<file path="config.mk">
export PLATFORM = sky130hd
export DESIGN_NAME = md5core_sched
export DESIGN_NICKNAME = d
export VERILOG_FILES = /design/src/rtl/md5core_sched.sv
export SDC_FILE = /design/constraint.sdc
export NUM_CORES = 1
export LEC_CHECK = 0
export ABC_AREA = 1
export CORE_ASPECT_RATIO = 1.1
export CORE_MARGIN = 1
export CORE_UTILIZATION = 40
export DETAILED_ROUTE_END_ITERATION = 12
export PLACE_DENSITY = 0.8
export SETUP_SLACK_MARGIN = 0.1
export SYNTH_ARGS = -nofsm -noshare
export SYNTH_HDL_FRONTEND = slang
export SYNTH_SLANG_ARGS = --single-unit
</file>
<file path="constraint.sdc">
create_clock -name CLK -period 1.6 [get_ports CLK]
set_clock_uncertainty 0.1 [all_clocks]
set_input_delay 0.32 -clock CLK [delete_from_list [all_inputs] [get_ports CLK]]
set_output_delay 0.32 -clock CLK [all_outputs]
set_load 0.02 [all_outputs]
</file>
<file path="src/rtl/md5core_sched.sv">
// Input scheduler for a two-context, two-sequence MD5 core: a free-running round timer plus a
// round-robin writer that streams one 16-word block at a time from either requester into a free core slot.
`ifndef BLK_OP_MSB
`define BLK_OP_MSB 3
`endif

module md5core_sched #(
  parameter int PERIOD   = 144,
  parameter int BLK_OP_W = `BLK_OP_MSB + 1
) (
  input  logic                CLK,
  input  logic                rst,
  input  logic [1:0]          rq_valid,
  input  logic [31:0]         rq_data0,
  input  logic [31:0]         rq_data1,
  input  logic [BLK_OP_W-1:0] rq_blk_op0,
  input  logic [BLK_OP_W-1:0] rq_blk_op1,
  output logic [1:0]          rq_ready,
  input  logic [3:0]          core_ready,
  output logic                wr_en,
  output logic [31:0]         din,
  output logic [3:0]          wr_addr,
  output logic [BLK_OP_W-1:0] input_blk_op,
  output logic                input_ctx,
  output logic                input_seq,
  output logic                set_input_ready,
  output logic                start,
  output logic                ctx_num,
  output logic                seq_num,
  output logic                blk_done,
  output logic                blk_req,
  output logic                blk_ctx,
  output logic                blk_seq
);
  localparam int TW = $clog2(PERIOD);

  typedef enum logic {IDLE, WRITE} state_t;
  state_t state_reg, state_next;

  logic [TW-1:0]       tcnt_reg;
  logic                seq_reg;
  logic                g_reg, last_reg;
  logic [1:0]          slot_reg;
  logic [3:0]          wcnt_reg;
  logic                wr_en_reg, sir_reg;
  logic [31:0]         din_reg;
  logic [3:0]          addr_reg;
  logic [BLK_OP_W-1:0] op_reg;
  logic                blk_req_reg, blk_ctx_reg, blk_seq_reg;

  logic [3:0] avail;
  logic [1:0] grant_slot;
  logic       grant_g, want, accept, last_word;

  // Round timer: free-running, untouched by the write path.
  always_ff @(posedge CLK) begin
    if (rst) begin
      tcnt_reg <= '0;
      seq_reg  <= 1'b0;
    end else if (tcnt_reg == TW'(PERIOD - 1)) begin
      tcnt_reg <= '0;
      seq_reg  <= ~seq_reg;
    end else begin
      tcnt_reg <= tcnt_reg + TW'(1);
    end
  end

  assign start   = (tcnt_reg < TW'(2));
  assign ctx_num = tcnt_reg[0];
  assign seq_num = seq_reg;

  // The slot just completed is still flagged free by the core while set_input_ready is out.
  always_comb begin
    avail = core_ready;
    if (sir_reg) avail[{blk_ctx_reg, blk_seq_reg}] = 1'b0;
    grant_slot = 2'd0;
    for (int i = 3; i >= 0; i--) begin
      if (avail[i]) grant_slot = 2'(i);
    end
    if (rq_valid == 2'b11) grant_g = ~last_reg;
    else                   grant_g = ~rq_valid[0];
  end

  assign want      = (rq_valid != 2'b00) && (avail != 4'b0000);
  assign accept    = (state_reg == WRITE) && rq_valid[g_reg];
  assign last_word = accept && (wcnt_reg == 4'd15);

  always_ff @(posedge CLK) begin
    if (rst) state_reg <= IDLE;
    else     state_reg <= state_next;
  end

  always_comb begin
    state_next = state_reg;
    case (state_reg)
      IDLE:    if (want) state_next = WRITE;
      WRITE:   if (last_word) state_next = IDLE;
      default: state_next = IDLE;
    endcase
  end

  always_comb begin
    rq_ready = 2'b00;
    if (state_reg == WRITE) rq_ready[g_reg] = 1'b1;
  end

  always_ff @(posedge CLK) begin
    if (rst) begin
      g_reg       <= 1'b0;
      last_reg    <= 1'b1;
      slot_reg    <= 2'd0;
      wcnt_reg    <= 4'd0;
      wr_en_reg   <= 1'b0;
      sir_reg     <= 1'b0;
      din_reg     <= 32'd0;
      addr_reg    <= 4'd0;
      op_reg      <= '0;
      blk_req_reg <= 1'b0;
      blk_ctx_reg <= 1'b0;
      blk_seq_reg <= 1'b0;
    end else begin
      wr_en_reg <= accept;
      sir_reg   <= last_word;
      if ((state_reg == IDLE) && want) begin
        g_reg    <= grant_g;
        slot_reg <= grant_slot;
        wcnt_reg <= 4'd0;
      end
      if (accept) begin
        din_reg  <= g_reg ? rq_data1 : rq_data0;
        addr_reg <= wcnt_reg;
        wcnt_reg <= wcnt_reg + 4'd1;
      end
      if (last_word) begin
        op_reg      <= g_reg ? rq_blk_op1 : rq_blk_op0;
        blk_req_reg <= g_reg;
        blk_ctx_reg <= slot_reg[1];
        blk_seq_reg <= slot_reg[0];
        last_reg    <= g_reg;
      end
    end
  end

  assign wr_en           = wr_en_reg;
  assign din             = din_reg;
  assign wr_addr         = addr_reg;
  assign input_blk_op    = op_reg;
  assign input_ctx       = slot_reg[1];
  assign input_seq       = slot_reg[0];
  assign set_input_ready = sir_reg;
  assign blk_done        = sir_reg;
  assign blk_req         = blk_req_reg;
  assign blk_ctx         = blk_ctx_reg;
  assign blk_seq         = blk_seq_reg;
endmodule

</file>
==> results.md, run 1 <==
Outcome:
- The flow ran to the end, but the final reports show violations.
- The final reports fail on setup timing.

Critical path:
- The signal on the critical path passes through or3_4 -> nor4_4 -> buf_4.
- Data arrives at the worst endpoint at 1.33 ns.
- Measured in cells, the most critical reg-to-reg path has a length of 9.
- The data required time at the worst endpoint is 1.18 ns.
- In this run the worst setup path begins at tcnt_reg[1]$_SDFF_PP0_.
- Along the worst path, the maximum fanout reaches 2.
- The critical path ends at start.
- The endpoint identified for the worst register-to-register timing path is wr_addr[0]$_SDFFE_PP0P_.
- The beginning of the worst register-to-register path is state_reg$_SDFF_PP0_.
- The category of the most critical setup path is reg -> out.
- For this design, the slowest cell found on the critical path is or3_4.
- For flop-to-flop paths, the worst setup slack is 0.08 ns.
- STA classifies the critical path endpoint as an output pin.
- The maximum single-stage delay on the critical path is between 0.3 and 0.4 ns.
- The element type at the critical path start is a flop.

Power:
- Overall power consumption after layout is estimated at 0.004072 W.
- The leakage power is 2.167 nW.
- The worst-case IR drop observed on VDD is 0.0005222 V.
- Power spread over the standard cell area amounts to 846.4 nW/µm².

Yosys:
- The synthesized instance count is 364.
- The sequential cell area fraction in the yosys report is 46.84%.
- The number of nets handed over by synthesis was 446.
- The most used flip-flop cell after synthesis is dfxtp_1.
- Counting flops with a built-in enable in the synthesized netlist gives 0.
- During synthesis, Yosys emitted a total of 0 warnings.
- A synthesized cell averages 7.397 µm².
- The cell area that synthesis handed to floorplanning was around 2700 µm².
- The count of different cell masters after synthesis is 31.
- The number of register bits inferred by synthesis is 63.
- Counting flops with an async set or reset pin after synthesis yields a share of 0%.

Timing:
- Across all setup checks in the final design, the least slack found is -0.1499 ns.
- For this run, the top clock speed supported by timing is 571.4 MHz.
- Setup violations remaining at the end of the flow were counted as 1.
- Setup repair after global routing could not meet its margin everywhere.
- The number of pins exceeding their max-slew limit in the final report is 0.
- The count of final hold-check violations is 0.
- Hold is met by 0.3577 ns.
- In the finished design, the share of the clock period the worst path needs comes to 109.4%.
- Headroom to the max-slew limit came out at 80.85%.
- After routing, the total negative slack on setup checks comes to -0.1499 ns.
- The slew at the pin closest to its max-slew limit is 0.2884 ns.
- The shortest clock period the worst path allows after layout is 1.750 ns.

Clocking:
- The clock-pin slew reported for the worst setup and hold paths after clock tree synthesis is 0.07 ns.
- The number of buffers created by CTS is 9.
- The H-tree generated during clock tree synthesis spans 3 levels.
- The clock drives 63 sinks.
- Counting along the longest clock path gives a buffer depth of 2.
- The tree is rooted in a clkbuf_8.
- The later pin in the worst-skew pair is clocked with a latency of 0.33 ns.
- TritonCTS built the clock tree.

Layout:
- From synthesis to final layout, the design area changed by 78.67%.
- The library cells used most frequently in the layout, excluding fill and tap cells, are nand2_1, clkdlybuf4s50_1, dfxtp_1.
- The most common library cell in the layout ignoring fill and taps is nand2_1.
- 0 antenna diodes ended up in the layout.
- The fraction of layout cells with a size suffix above 1 is 18.30%.
- The final cell count without fillers is between 600 and 700.
- The number of flip-flops in the largest register is 32.
- The count of nets after finishing is 609.

Floorplan:
- The starting density of the core is 41.08%.
- The floorplan die height is 88.05 µm.
- Pin placement for this block handled 133 I/O pins.
- From left edge to right edge, the die measures 80.23 µm.
- After floorplanning, the core was divided into 31 placement rows.
- The placeable core area is 6555 µm².
- The floorplan die area is ~7100 µm².

Global routing:
- Entering global routing, the biggest net connects 46 pins.
- The overall routing resource usage is 24.51%.
- The global-route wire length before repair is 13080 µm.
- The number of antenna violations at the first check in global routing came to 0.
- The via count of the first global-routing pass was 2919.
- The global route total overflow is 0.

Placed design:
- The number of I/O port buffers is approximately 130.
- Once detailed placement completed, the half-perimeter wirelength came to roughly 5600 µm.
- The routability-driven placement congestion ratio is between 0.7 and 0.8.
- Including well taps, the total number of placed cells is ~580.

Route:
- The detailed-routing iteration count for the pre-antenna-repair pass is 6.
- In the final routed layout, each cell accounts on average for 15.42 µm.
- Once detail routing completed, the nets flagged for antenna violations numbered 0.
- The via count is 3149.
- In the routed layout, each cell is associated on average with a via count of 5.145.
- The number of remaining DRC errors is 0.
- The total routed wirelength is between 9000 and 10000 µm.
- The detailed router finished its first iteration with 230 violations.

Job:
- The tool flagged a number of max-cap violations equal to 0.

Hold path:
- The class of the tightest hold or removal check is reg -> reg.
[how the worst min path moves through the flow]
stage	from	endpoint	slack (ns)	cells after the start
finish	input_blk_op[1]$_SDFFE_PP0P_	input_blk_op[1]$_SDFFE_PP0P_	0.36	2
global placement	input_blk_op[1]$_SDFFE_PP0P_	input_blk_op[1]$_SDFFE_PP0P_	0.35	2
global route	input_blk_op[1]$_SDFFE_PP0P_	input_blk_op[1]$_SDFFE_PP0P_	0.38	2
floorplan	rst	wr_en$_SDFF_PP0_	0.30	1
CTS	input_blk_op[1]$_SDFFE_PP0P_	input_blk_op[1]$_SDFFE_PP0P_	0.36	2
detailed placement	input_blk_op[1]$_SDFFE_PP0P_	input_blk_op[1]$_SDFFE_PP0P_	0.35	2
[layer usage]
layer | track usage, % | routed length [µm] | vias to the layer above
met1 | 26.55 | 3554 | 1478
met3 | 8.438 | 725 | 13
met2 | 43.12 | 5025 | 107
met4 | 11.04 | 129 | 0
li1 | - | - | 1551
met5 | 0 | 0 | -
[power by group]
part           switching, W  total (W)  internal, W
Combinational      0.000552    0.00113     0.000581
Sequential        0.0000662    0.00175      0.00168
Clock              0.000565    0.00119     0.000629
Total               0.00118    0.00407      0.00289
[worst max-delay path, delay by kind of cell, from the launching register on]
kind / cells / cell delay (ns)
AND/OR/NAND/NOR: 2 / 0.50
flip-flops: 1 / 0.32
buffers and inverters: 1 / 0.17
[per-stage QoR]
| stage | utilization (%) | instance area, µm² | worst slack (ns) |
|---|---|---|---|
| 3_3_place_gp | 64.94 | 4257 | -0.2602 |
| 3_5_place_dp | 64.94 | 4257 | -0.2928 |
| 4_1_cts | 69.14 | 4532 | -0.1596 |
| 6_report | 73.39 | 4811 | -0.1499 |
| 2_1_floorplan | - | 2708 | 0.1483 |
| 5_1_grt | 73.39 | 4811 | -0.2143 |
[cell type report]
type | instances | area [µm²]
tap | 82 | 102.6
clock buffer | 13 | 158.9
multi-input combinational | 259 | 1364
clock inverter | 1 | 5.005
inverter | 20 | 91.34
sequential | 63 | 1274
fill | 502 | 1744
timing repair buffer | 174 | 1815
[synthesized netlist by cell type, drive strengths merged, types with 2 or more instances]
| library cell | number | area, µm² |
|---|---|---|
| clkinv | 2 | 7.510 |
| ha | 2 | 25.02 |
| nor2 | 17 | 66.32 |
| buf | 11 | 73.82 |
| nand3 | 17 | 85.08 |
| inv | 18 | 67.57 |
| nor3 | 4 | 31.28 |
| a21oi | 19 | 95.09 |
| o21ai | 42 | 214.0 |
| dfxtp | 63 | 1261 |
| nand2 | 113 | 434.2 |
| a31oi | 32 | 200.2 |
| clkbuf | 11 | 41.29 |
| nand4 | 5 | 31.28 |
[kinds of logic (layout without fill, tap and decap cells)]
| logic type | after synthesis | after routing | synth area share [%] |
|---|---|---|---|
| buffers and inverters | 42 | 208 | 7.063 |
| flip-flops | 63 | 63 | 46.84 |
| AND/OR/NAND/NOR | 161 | 161 | 25.28 |
| adder cells (fa/ha/maj) | 2 | 2 | 0.9292 |
| AO/OA/AOI/OAI | 95 | 95 | 19.56 |
| XOR/XNOR | 1 | 1 | 0.3253 |
[what timing repair did]
action / in CTS / in global routing
buffers inserted: 4 / 3
gates resized for setup: 89 / 52
setup endpoints to repair: 72 / 56
cloned: 3 / 5
hold buffers: 0 / 0
pin swaps: 5 / 14
No activity file was read; power rests on OpenSTA's default activity.
==> run 2, diff against run 1 <==
RECOVER_POWER = 100   (was default)
==> results.md, run 2 (synthesis results as in run 1) <==
Placed design:
- The placed instance count is 583 (unchanged).
- The number of I/O port buffers was 132 (unchanged).
- The placed instance area is 4257 µm² (unchanged).
- The worst slack at placement is -0.2928 ns (unchanged).
- The estimated wirelength of the detail-placed design is 5586 µm (unchanged).
- The routability-driven placement congestion ratio is 0.7733 (unchanged).

Clocking:
- The insertion delay of the later-clocked pin in the worst-skew pair is 0.33 ns (about the same).
- The number of buffers on the longest clock path is 2 (unchanged).
- The clock sink count is 63 (unchanged).
- The clock-pin slew reported for the worst setup and hold paths after clock tree synthesis was 0.07 ns (about the same).
- The number of buffers created by CTS is 9 (unchanged).
- The count of hold-fix buffers inserted at cts was 0 (unchanged).
- The H-tree depth is 3 (unchanged).
- TritonCTS built the clock tree.
- The tree is rooted in a clkbuf_8.

Layout:
- The multi-input combinational cell area is 1354 µm² (-0.73%).
- The top cell types in the final layout, fill and taps aside, are nand2_1, clkdlybuf4s50_1, dfxtp_1.
- The most common library cell in the layout ignoring fill and taps is nand2_1.
- The number of flip-flops in the largest register is 32 (unchanged).
- The final cell count without fillers is 612 (unchanged).
- The total area of sequential cells is 1272 µm² (about the same).
- The area growth from synthesis to layout is 76.53%.
- The number of antenna repair diodes is 0 (unchanged).
- The count of nets after finishing is 609 (unchanged).
- The number of fill cells was 516 (+2.8%).
- The summed area of non-filler cells in the final layout was 4753 µm² (-1.2%).
- The fraction of layout cells with a size suffix above 1 was 16.23% (-2.1 points).

Route:
- The detailed-routing iteration count for the pre-antenna-repair pass is 7 (+1).
- The routed length per placed instance is 15.41 µm (about the same).
- The remaining antenna violation count after routing is 0 (unchanged).
- The initial DRC count is 216 (-6.1%).
- The number of remaining DRC errors is 0 (unchanged).
- The total routed wirelength is 9433 µm (about the same).
- The via count was 3191 (+1.3%).
- The post-detailed-route via-to-cell ratio is 5.214 (+1.3%).

Global routing:
- The global route total overflow is 0 (unchanged).
- The overall routing resource usage came to 24.51% (unchanged).
- The global-route wire length before repair is 13080 µm (unchanged).
- The pin count of the biggest net entering global routing came to 46 (unchanged).
- The via count of the first global-routing pass is 2919 (unchanged).
- The number of antenna violations at the first check in global routing is 0 (unchanged).

Critical path:
- The minimum setup slack among reg-to-reg paths came to -0.15 ns (-0.23 ns).
- The arrival time at the worst endpoint came to 1.89 ns (+0.56 ns).
- In this run the critical register-to-register path is launched from state_reg$_SDFF_PP0_.
- STA classifies the critical path endpoint as a flop.
- The data required time at the worst endpoint was 1.73 ns (+0.55 ns).
- The cell count of the worst reg-to-reg path came to 9 (unchanged).
- The worst register-to-register path ends at wr_addr[0]$_SDFFE_PP0P_.
- The largest fanout of any net on the critical path is 7 (+5).
- The element type at the critical path start is a flop.
- The category of the most critical setup path is reg -> reg.

Hold path:
- The startpoint identified for the worst hold timing path is input_blk_op[1]$_SDFFE_PP0P_.
- The worst hold path endpoint is input_blk_op[1]$_SDFFE_PP0P_.
- The instance count along the most critical hold path is 2 (unchanged).
- The class of the tightest hold or removal check is reg -> reg.

Job:
- The number of max-cap violations is 0 (unchanged).

Outcome:
- The checks that failed: setup timing.
- The run finished, with violations left.

Timing:
- The slew at the pin closest to its max-slew limit is 0.4637 ns (+0.1753 ns).
- The count of final hold-check violations is 0 (unchanged).
- The number of pins exceeding their max-slew limit in the final report came to 0 (unchanged).
- The shortest clock period the worst path allows after layout is 1.755 ns (+0.004598 ns).
- The share of the cycle needed by the critical path after routing is 109.7% (+0.29 points).
- Setup repair after global routing could not meet its margin everywhere.
- The total negative slack for setup checks came to -3.390 ns (-3.240 ns).
- The final worst setup slack is -0.1545 ns (-0.004598 ns).
- The worst-case headroom to the max-slew limit is 69.09% (-12 points).
- The highest achievable clock rate was 570.0 MHz (-0.26%).
- The setup violation total in the final timing report was 45 (+44).

Power:
- The post-layout total power is 0.004057 W (-0.37%).
- The worst supply voltage drop on vdd is 0.0005228 V (+0.12%).
- The power density relative to cell area is 853.5 nW/µm² (+0.84%).
- The leakage power is 2.156 nW (-0.51%).

Floorplan:
- The floorplan die height came to 88.05 µm (unchanged).
- The top-level I/O count is 133 (unchanged).
- The die boundary width is 80.23 µm (unchanged).
- The starting density of the core is 41.08% (unchanged).
- The placeable core area is 6555 µm² (unchanged).
- The number of standard-cell rows in the floorplan is 31 (unchanged).
- The floorplan die area came to 7064 µm² (unchanged).
## run 2: where the power goes
group / switching [W] / leakage, nW / internal [W] / total (W)
Sequential: 0.0000648 / 0.518 / 0.00168 / 0.00174
Combinational: 0.000549 / 1.55 / 0.000563 / 0.00111
Clock: 0.000573 / 0.0854 / 0.000629 / 0.00120
## run 2: stage by stage
step	util [%]	hold slack, ns
CTS	69.14	0.3571
floorplan	-	0.3041
detailed placement	64.94	0.3493
global placement	64.94	0.3465
finish	72.51	0.3569
global route	72.51	0.3841
## run 2: how the worst max path moves through the flow
stage / endpoint / start / slack, ns / cells after the start
floorplan: tcnt_reg[5]$_SDFF_PP0_ / tcnt_reg[0]$_SDFF_PP0_ / 0.15 / 7
global placement: start / tcnt_reg[2]$_SDFF_PP0_ / -0.26 / 3
detailed placement: start / tcnt_reg[2]$_SDFF_PP0_ / -0.29 / 3
CTS: start / tcnt_reg[1]$_SDFF_PP0_ / -0.16 / 3
global route: start / tcnt_reg[1]$_SDFF_PP0_ / -0.21 / 3
finish: wr_addr[0]$_SDFFE_PP0P_ / state_reg$_SDFF_PP0_ / -0.15 / 9
## run 2: area by class of cell
cell class	count	area share, %
timing repair buffer	174	37.22
multi-input combinational	259	28.48
sequential	63	26.77
clock buffer	13	3.343
tap	82	2.158
inverter	20	1.922
clock inverter	1	0.1053
## run 2: layer usage
metal	track usage, %	wire length [µm]	part of all wire (%)	vias up
li1	-	-	-	1554
met1	26.55	3576	38	1495
met2	43.12	4967	53	125
met3	8.438	708	7.5	17
met4	11.04	180	1.9	0
met5	0	0	0	-
## run 2: worst max-delay path, cell delays in order (launching register included)
cell and delay [ns]:
dfxtp_1 0.36, inv_1 0.10, nor2_4 0.10, buf_6 0.11, nand2_4 0.06, nand2_8 0.08
clkbuf_4 0.32, clkinv_8 0.08, or2_1 0.24, o211a_1 0.11
## run 2: timing repair
action,CTS,global route
endpoints found under the setup margin,72,56
gates resized for setup,89,52
setup buffers,4,3
pin swaps,5,14
gates cloned,3,5
==> edit 1, RTL diff (config.mk and constraints of run 1) <==
Change the parameter `PERIOD` from 144 to 72.
--- a/src/rtl/md5core_sched.sv
+++ b/src/rtl/md5core_sched.sv
@@ -7,3 +7,3 @@
 module md5core_sched #(
-  parameter int PERIOD   = 144,
+  parameter int PERIOD   = 72,
   parameter int BLK_OP_W = `BLK_OP_MSB + 1
Behaviour: same outputs for any inputs over 10 cycles, from zero or initial values and one cycle with rst high; that may be too few to reach the edited logic, so the function may still have changed.
==> edit 1 against run 1 <==
- sequential cell count is 1 lower
- wire length decreased by 18%
- via count fell by 7.5%
- clock power is 34% higher
- area after synthesis down 0.33%
- final area fell by 9.3%
- largest cell class unchanged
- worst setup slack better by 0.24 ns
- power up 3.3%
- highest routed layer unchanged
==> edit 1: results (changes against run 1) <==
* Post-synth cell types at 29 (-6.5%)
* 1st-iter DRT viols at 85 (-63%)
* Placed instance area at 4140 µm² (-2.6%)
* Slew headroom at 79.9% (-0.96 points)
* DP Wirelength at 5.63 mm (+0.85%)
* Synth Net Count at 440 (-1.3%)
* VDD IR max at 0.562 mV (+7.7%)
* Max reg flops at 32 (unchanged)
* Top_reg_cell synth: dfxtp_1
* DR vias at 2914 (-7.5%)
* Post-synth top cells: 109 x nand2_1, 62 x dfxtp_1, 32 x a31oi_1, 30 x o21ai_1, 17 x a21oi_1
* Top Family by Delay on Critical Path: flip-flops
* WL final at 7.76 mm (-18%)
* Final Net Count at 585 (-3.9%)
* WL/cell at 13.2 µm (-14%)
* Initial antenna violation count at 0 (unchanged)
* Maximum level of the CTS H-tree at 3 (unchanged)
* Clock buffer depth at 2 (unchanged)
* First-pass GRT wire length at 12.1 mm (-7.3%)
* Status: complete, no violations
* LEAKAGE at 2.01 nW (-7.4%)
* Number of global-route vias before repair at 2749 (-5.8%)
* Slowest cell on the critical path: dfxtp_2
* Syn_area_per_cell at 7.50 µm² (+1.3%)
* Async SR Flop Fraction at 0% (unchanged)
* YS warnings at 0 (unchanged)
* Clock root buffer: clkbuf_8
* Detailed Routing Iterations Pass 1 at 4 (-2)
* Aggregate global-route resource usage at 22.5% (-2.0 points)
* Largest net degree at the start of global routing at 33 (-28%)
* DP Cell Count at 568 (-2.6%)
* Sequential fraction of the synthesis area at 46.2% (-0.59 points)
* RePlAce Congestion at 0.804 (+3.9%)
* Synth area leaders: dfxtp_1 46%, nand2_1 15%, a31oi_1 7.5%
* Layout cell share with drive strength beyond 1 at 14.0% (-4.3 points)
* CP arrival at 1.09 ns (-0.24 ns)
* Clock latency on the worst-skew pair at 0.33 ns (about the same)
* Critical path's largest stage delay at 0.33 ns (-0.05 ns)
## edit 1: cell count changes in the layout (fill, tap and decap cells not counted), sizes merged, moves of 2 or more
| cell | run 1 | this run |
|---|---|---|
| inv | 17 | 19 |
| buf | 40 | 27 |
| clkbuf | 20 | 17 |
| bufinv | 0 | 2 |
## edit 1: area by class of cell
| type | count | area [µm²] |
|---|---|---|
| Sequential cell | 62 | 1250 |
| Clock buffer | 13 | 169 |
| Multi-Input combinational cell | 254 | 1240 |
| Inverter | 20 | 75.1 |
| Fill cell | 554 | 1940 |
| Tap cell | 80 | 100 |
| Clock inverter | 3 | 65.1 |
| Timing Repair Buffer | 156 | 1460 |
## edit 1: path summary, 6_finish.rpt
path,startpoint,to,slack [ns],cells after the start
worst max-delay path,tcnt_reg[4]$_SDFF_PP0_,start,0.09,4
worst min-delay path,wr_addr[3]$_SDFFE_PP0P_,wr_addr[3]$_SDFFE_PP0P_,0.36,2
worst max register to register,state_reg$_SDFF_PP0_,wcnt_reg[3]$_SDFFE_PP0P_,0.17,7
worst min register to register,wr_addr[3]$_SDFFE_PP0P_,wr_addr[3]$_SDFFE_PP0P_,0.36,2
## edit 1: worst min-delay path, cell delays in order, from the launching register on
cell     delay, ns
dfxtp_1       0.31
nand2_1       0.06
a21oi_1       0.05
## edit 1: stage by stage
stage	setup TNS (ns)	setup slack (ns)	utilization, %
global placement	-1.77	-0.0845	65.7
floorplan	0	0.141	-
detailed placement	-2.98	-0.0979	65.7
CTS	-0.119	-0.119	68.8
global route	0	0.0117	69.2
finish	0	0.0867	69.2
## edit 1: logic make-up (layout without fill, tap and decap cells)
kind of cell / Yosys count / count (layout) / synth area share (%)
and+or+nand+nor: 158 / 158 / 25.3
AOI/OAI and AO/OA: 93 / 93 / 19.1
DFF: 62 / 62 / 46.2
buffers and inverters: 42 / 192 / 8.11
adders and majority gates: 2 / 2 / 0.932
xor gates and xnor gates: 1 / 1 / 0.326
## edit 1: power breakdown
| part | switching (mW) | total (mW) | internal (mW) | leakage (nW) |
|---|---|---|---|---|
| Combinational | 0.464 | 0.898 | 0.433 | 1.38 |
| Clock | 0.592 | 1.60 | 1.00 | 0.120 |
| Sequential | 0.0619 | 1.71 | 1.65 | 0.510 |
| Total | 1.12 | 4.21 | 3.09 | 2.01 |
## edit 1: metal layers
metal  GRT usage [%]  share of wire, %  up-vias
met5               0                 0        -
met3            7.71               8.6       20
met1            23.3                40     1273
li1                -                 -     1507
met4            11.2               3.0        0
met2            40.3                49      114
## edit 1: timing repair
action | in CTS | in global routing
endpoints found under the setup margin | 59 | 20
pin swaps | 3 | 2
gates resized for setup | 75 | 21
setup buffers | 1 | 3
==> edit 2, RTL diff (config.mk and constraints of run 1) <==
Made on the original files. Reset style: asynchronous (`rst`), changed in 3 clocked blocks.
--- a/src/rtl/md5core_sched.sv
+++ b/src/rtl/md5core_sched.sv
@@ -55,3 +55,3 @@
   // Round timer: free-running, untouched by the write path.
-  always_ff @(posedge CLK) begin
+  always_ff @(posedge CLK or posedge rst) begin
     if (rst) begin
@@ -87,3 +87,3 @@
 
-  always_ff @(posedge CLK) begin
+  always_ff @(posedge CLK or posedge rst) begin
     if (rst) state_reg <= IDLE;
@@ -106,3 +106,3 @@
 
-  always_ff @(posedge CLK) begin
+  always_ff @(posedge CLK or posedge rst) begin
     if (rst) begin
Check against the original RTL: differs if rst is asserted again (counterexample within 4 cycles, from zero or initial values and one cycle with rst high); with rst held inactive, the same outputs for 10 cycles.
==> edit 2 against run 1 <==
- the run still ends with setup timing left
- area after synthesis up 7.5%
- die area up 7.4%
- highest routed layer unchanged
- wire length up 7.2%
- non-clock buffer count down 4
- sequential cell count unchanged
- largest cell class unchanged
- final area up 12%
- worst setup slack better by 0.074 ns
Power is not compared: it rests on default switching activity, and its combinational part moved more than twofold at a synthesized area within 25%.
==> edit 2: results (changes against run 1) <==
* Crit path from: tcnt_reg[6]$_DFF_PP0_
* Post-synth top cells: 114 x nand2_1, 62 x dfrtp_1, 42 x nor2_1, 33 x a31oi_1, 19 x inv_1
* Endpoints failing setup at 1 (unchanged)
* Largest net degree at the start of global routing at 38 (-17%)
* Worst setup path end: start
* Slowest cell on the critical path: dfrtp_1
* Setup ws final at -0.0758 ns (+0.0741 ns)
* Vias per inst at 5.26 (+2.1%)
* CP arrival at 1.26 ns (-0.07 ns)
* Final hold violation count at 0 (unchanged)
* VDD IR max at 1.20 mV
* Area share of the largest cell type after synthesis at 53.6% (+6.7 points)
* R2r setup slk at 0.01 ns (-0.07 ns)
* Worst-path maximum fanout at 2 (unchanged)
* Hold Path Class: in -> async
* Maximum level of the CTS H-tree at 3 (unchanged)
* Top Family by Delay on Critical Path: flip-flops
* First-pass GRT wire length at 13.0 mm (-0.37%)
* Top_reg_cell synth: dfrtp_1
* CTS buffer count at 9 (unchanged)
* Failing checks: setup timing
* Detailed Routing Iterations Pass 1 at 4 (-2)
* Sequential fraction of the synthesis area at 54.5% (+7.7 points)
* LEAKAGE at 2.41 nW
* Post-synth cell types at 30 (-3.2%)
* Aggregate global-route resource usage at 21.4% (-3.1 points)
* Async SR Flop Fraction at 100% (+100 points)
* Placed instance area at 4470 µm² (+5.0%)
* Fill count at 495 (-1.4%)
* Max reg flops at 32 (unchanged)
* Layout cell share with drive strength beyond 1 at 27.9% (+9.6 points)
* Synth Net Count at 421 (-5.6%)
* 1st-iter DRT viols at 158 (-31%)
* Setup Slack @ Placement at -0.170 ns (+0.122 ns)
* Initial antenna violation count at 0 (unchanged)
* R2r startpoint: g_reg$_DFFE_PP0P_
* Synth area leaders: dfrtp_1 54%, nand2_1 15%, a31oi_1 7.1%
* Status: finished with violations
* WL final at 10.1 mm (+7.2%)
* Final Net Count at 586 (-3.8%)
* Reg2reg end: din[16]$_DFFE_PP0P_
* Reg2reg path depth at 8 (-1)
* Least-Margin Pin Slew at 0.352 ns (+0.0639 ns)
* Number of global-route vias before repair at 2782 (-4.7%)
* RePlAce Congestion at 0.808 (+4.5%)
* DP Wirelength at 5.85 mm (+4.7%)
-- edit 2: cell types whose count changed after synthesis, moves of 4 or more --
cell	delta
dfxtp_1	-63
dfrtp_1	+62
o21ai_0	-35
nor2_1	+26
a21oi_1	-18
clkbuf_1	-6
o21ai_2	+6
mux2i_1	+4
nand3_1	-4
-- edit 2: worst min path at each step --
stage,start,to,cells after the start
finish,rst,seq_num$_DFFE_PP0N_,2
global route,rst,din[27]$_DFFE_PP0P_,2
CTS,rst,seq_num$_DFFE_PP0N_,2
detailed placement,wr_addr[1]$_DFFE_PP0P_,wr_addr[1]$_DFFE_PP0P_,2
global placement,seq_num$_DFFE_PP0N_,seq_num$_DFFE_PP0N_,1
floorplan,rst,blk_ctx$_DFFE_PP0P_,1
-- edit 2: final cells by class --
class / count / area (µm²) / area share (%)
Clock buffer: 12 / 145 / 2.70
Tap cell: 85 / 106 / 1.98
Multi-Input combinational cell: 239 / 1610 / 29.9
Inverter: 21 / 90.1 / 1.67
Sequential cell: 63 / 1580 / 29.4
Timing Repair Buffer: 170 / 1800 / 33.5
Clock inverter: 4 / 45.0 / 0.837
-- edit 2: cell families (layout without fill, tap and decap cells) --
kind of cell | Yosys count | after routing | share of synthesized area [%]
AO/OA/AOI/OAI | 48 | 48 | 10.8
XOR/XNOR | 3 | 3 | 0.908
adder cells (fa/ha/maj) | 2 | 2 | 0.864
buffers and inverters | 37 | 207 | 5.66
flip-flops | 63 | 63 | 54.5
multiplexers | 4 | 4 | 1.38
AND/OR/NAND/NOR | 182 | 182 | 25.9
-- edit 2: routing by layer --
layer / up-vias / track usage, % / wire, µm
met1: 1517 / 25.4 / 3780
met3: 16 / 5.64 / 586
met2: 138 / 37.3 / 5550
li1: 1451 / - / -
met4: 0 / 7.47 / 206
met5: - / 0 / 0
-- edit 2: per-stage QoR --
| step | instances | setup TNS [ns] | hold slack (ns) |
|---|---|---|---|
| after CTS | 581 | -0.0619 | 0.208 |
| after detailed placement | 559 | -4.02 | 0.375 |
| final | 594 | -0.0758 | 0.206 |
| after floorplan | 339 | 0 | 0.345 |
| after global placement | 559 | -2.09 | 0.363 |
| after global routing | 594 | -0.460 | 0.214 |
-- edit 2: what timing repair did --
action	in CTS	in global routing
pin swaps	4	15
endpoints found under the hold margin	0	0
gates resized for setup	77	137
hold buffers	0	0
cloned	1	9
setup endpoints to repair	91	67
setup buffers	5	5
-- edit 2: power groups by stage --
stage | Sequential (mW) | Clock (mW) | Combinational (mW)
after floorplan | 3.28 | 0 | 1.64
after global placement | 2.63 | 0 | 4.14
after detailed placement | 2.66 | 0 | 4.25
after CTS | 2.62 | 1.35 | 4.07
after global routing | 2.87 | 1.45 | 6.02
final | 2.81 | 1.36 | 5.66
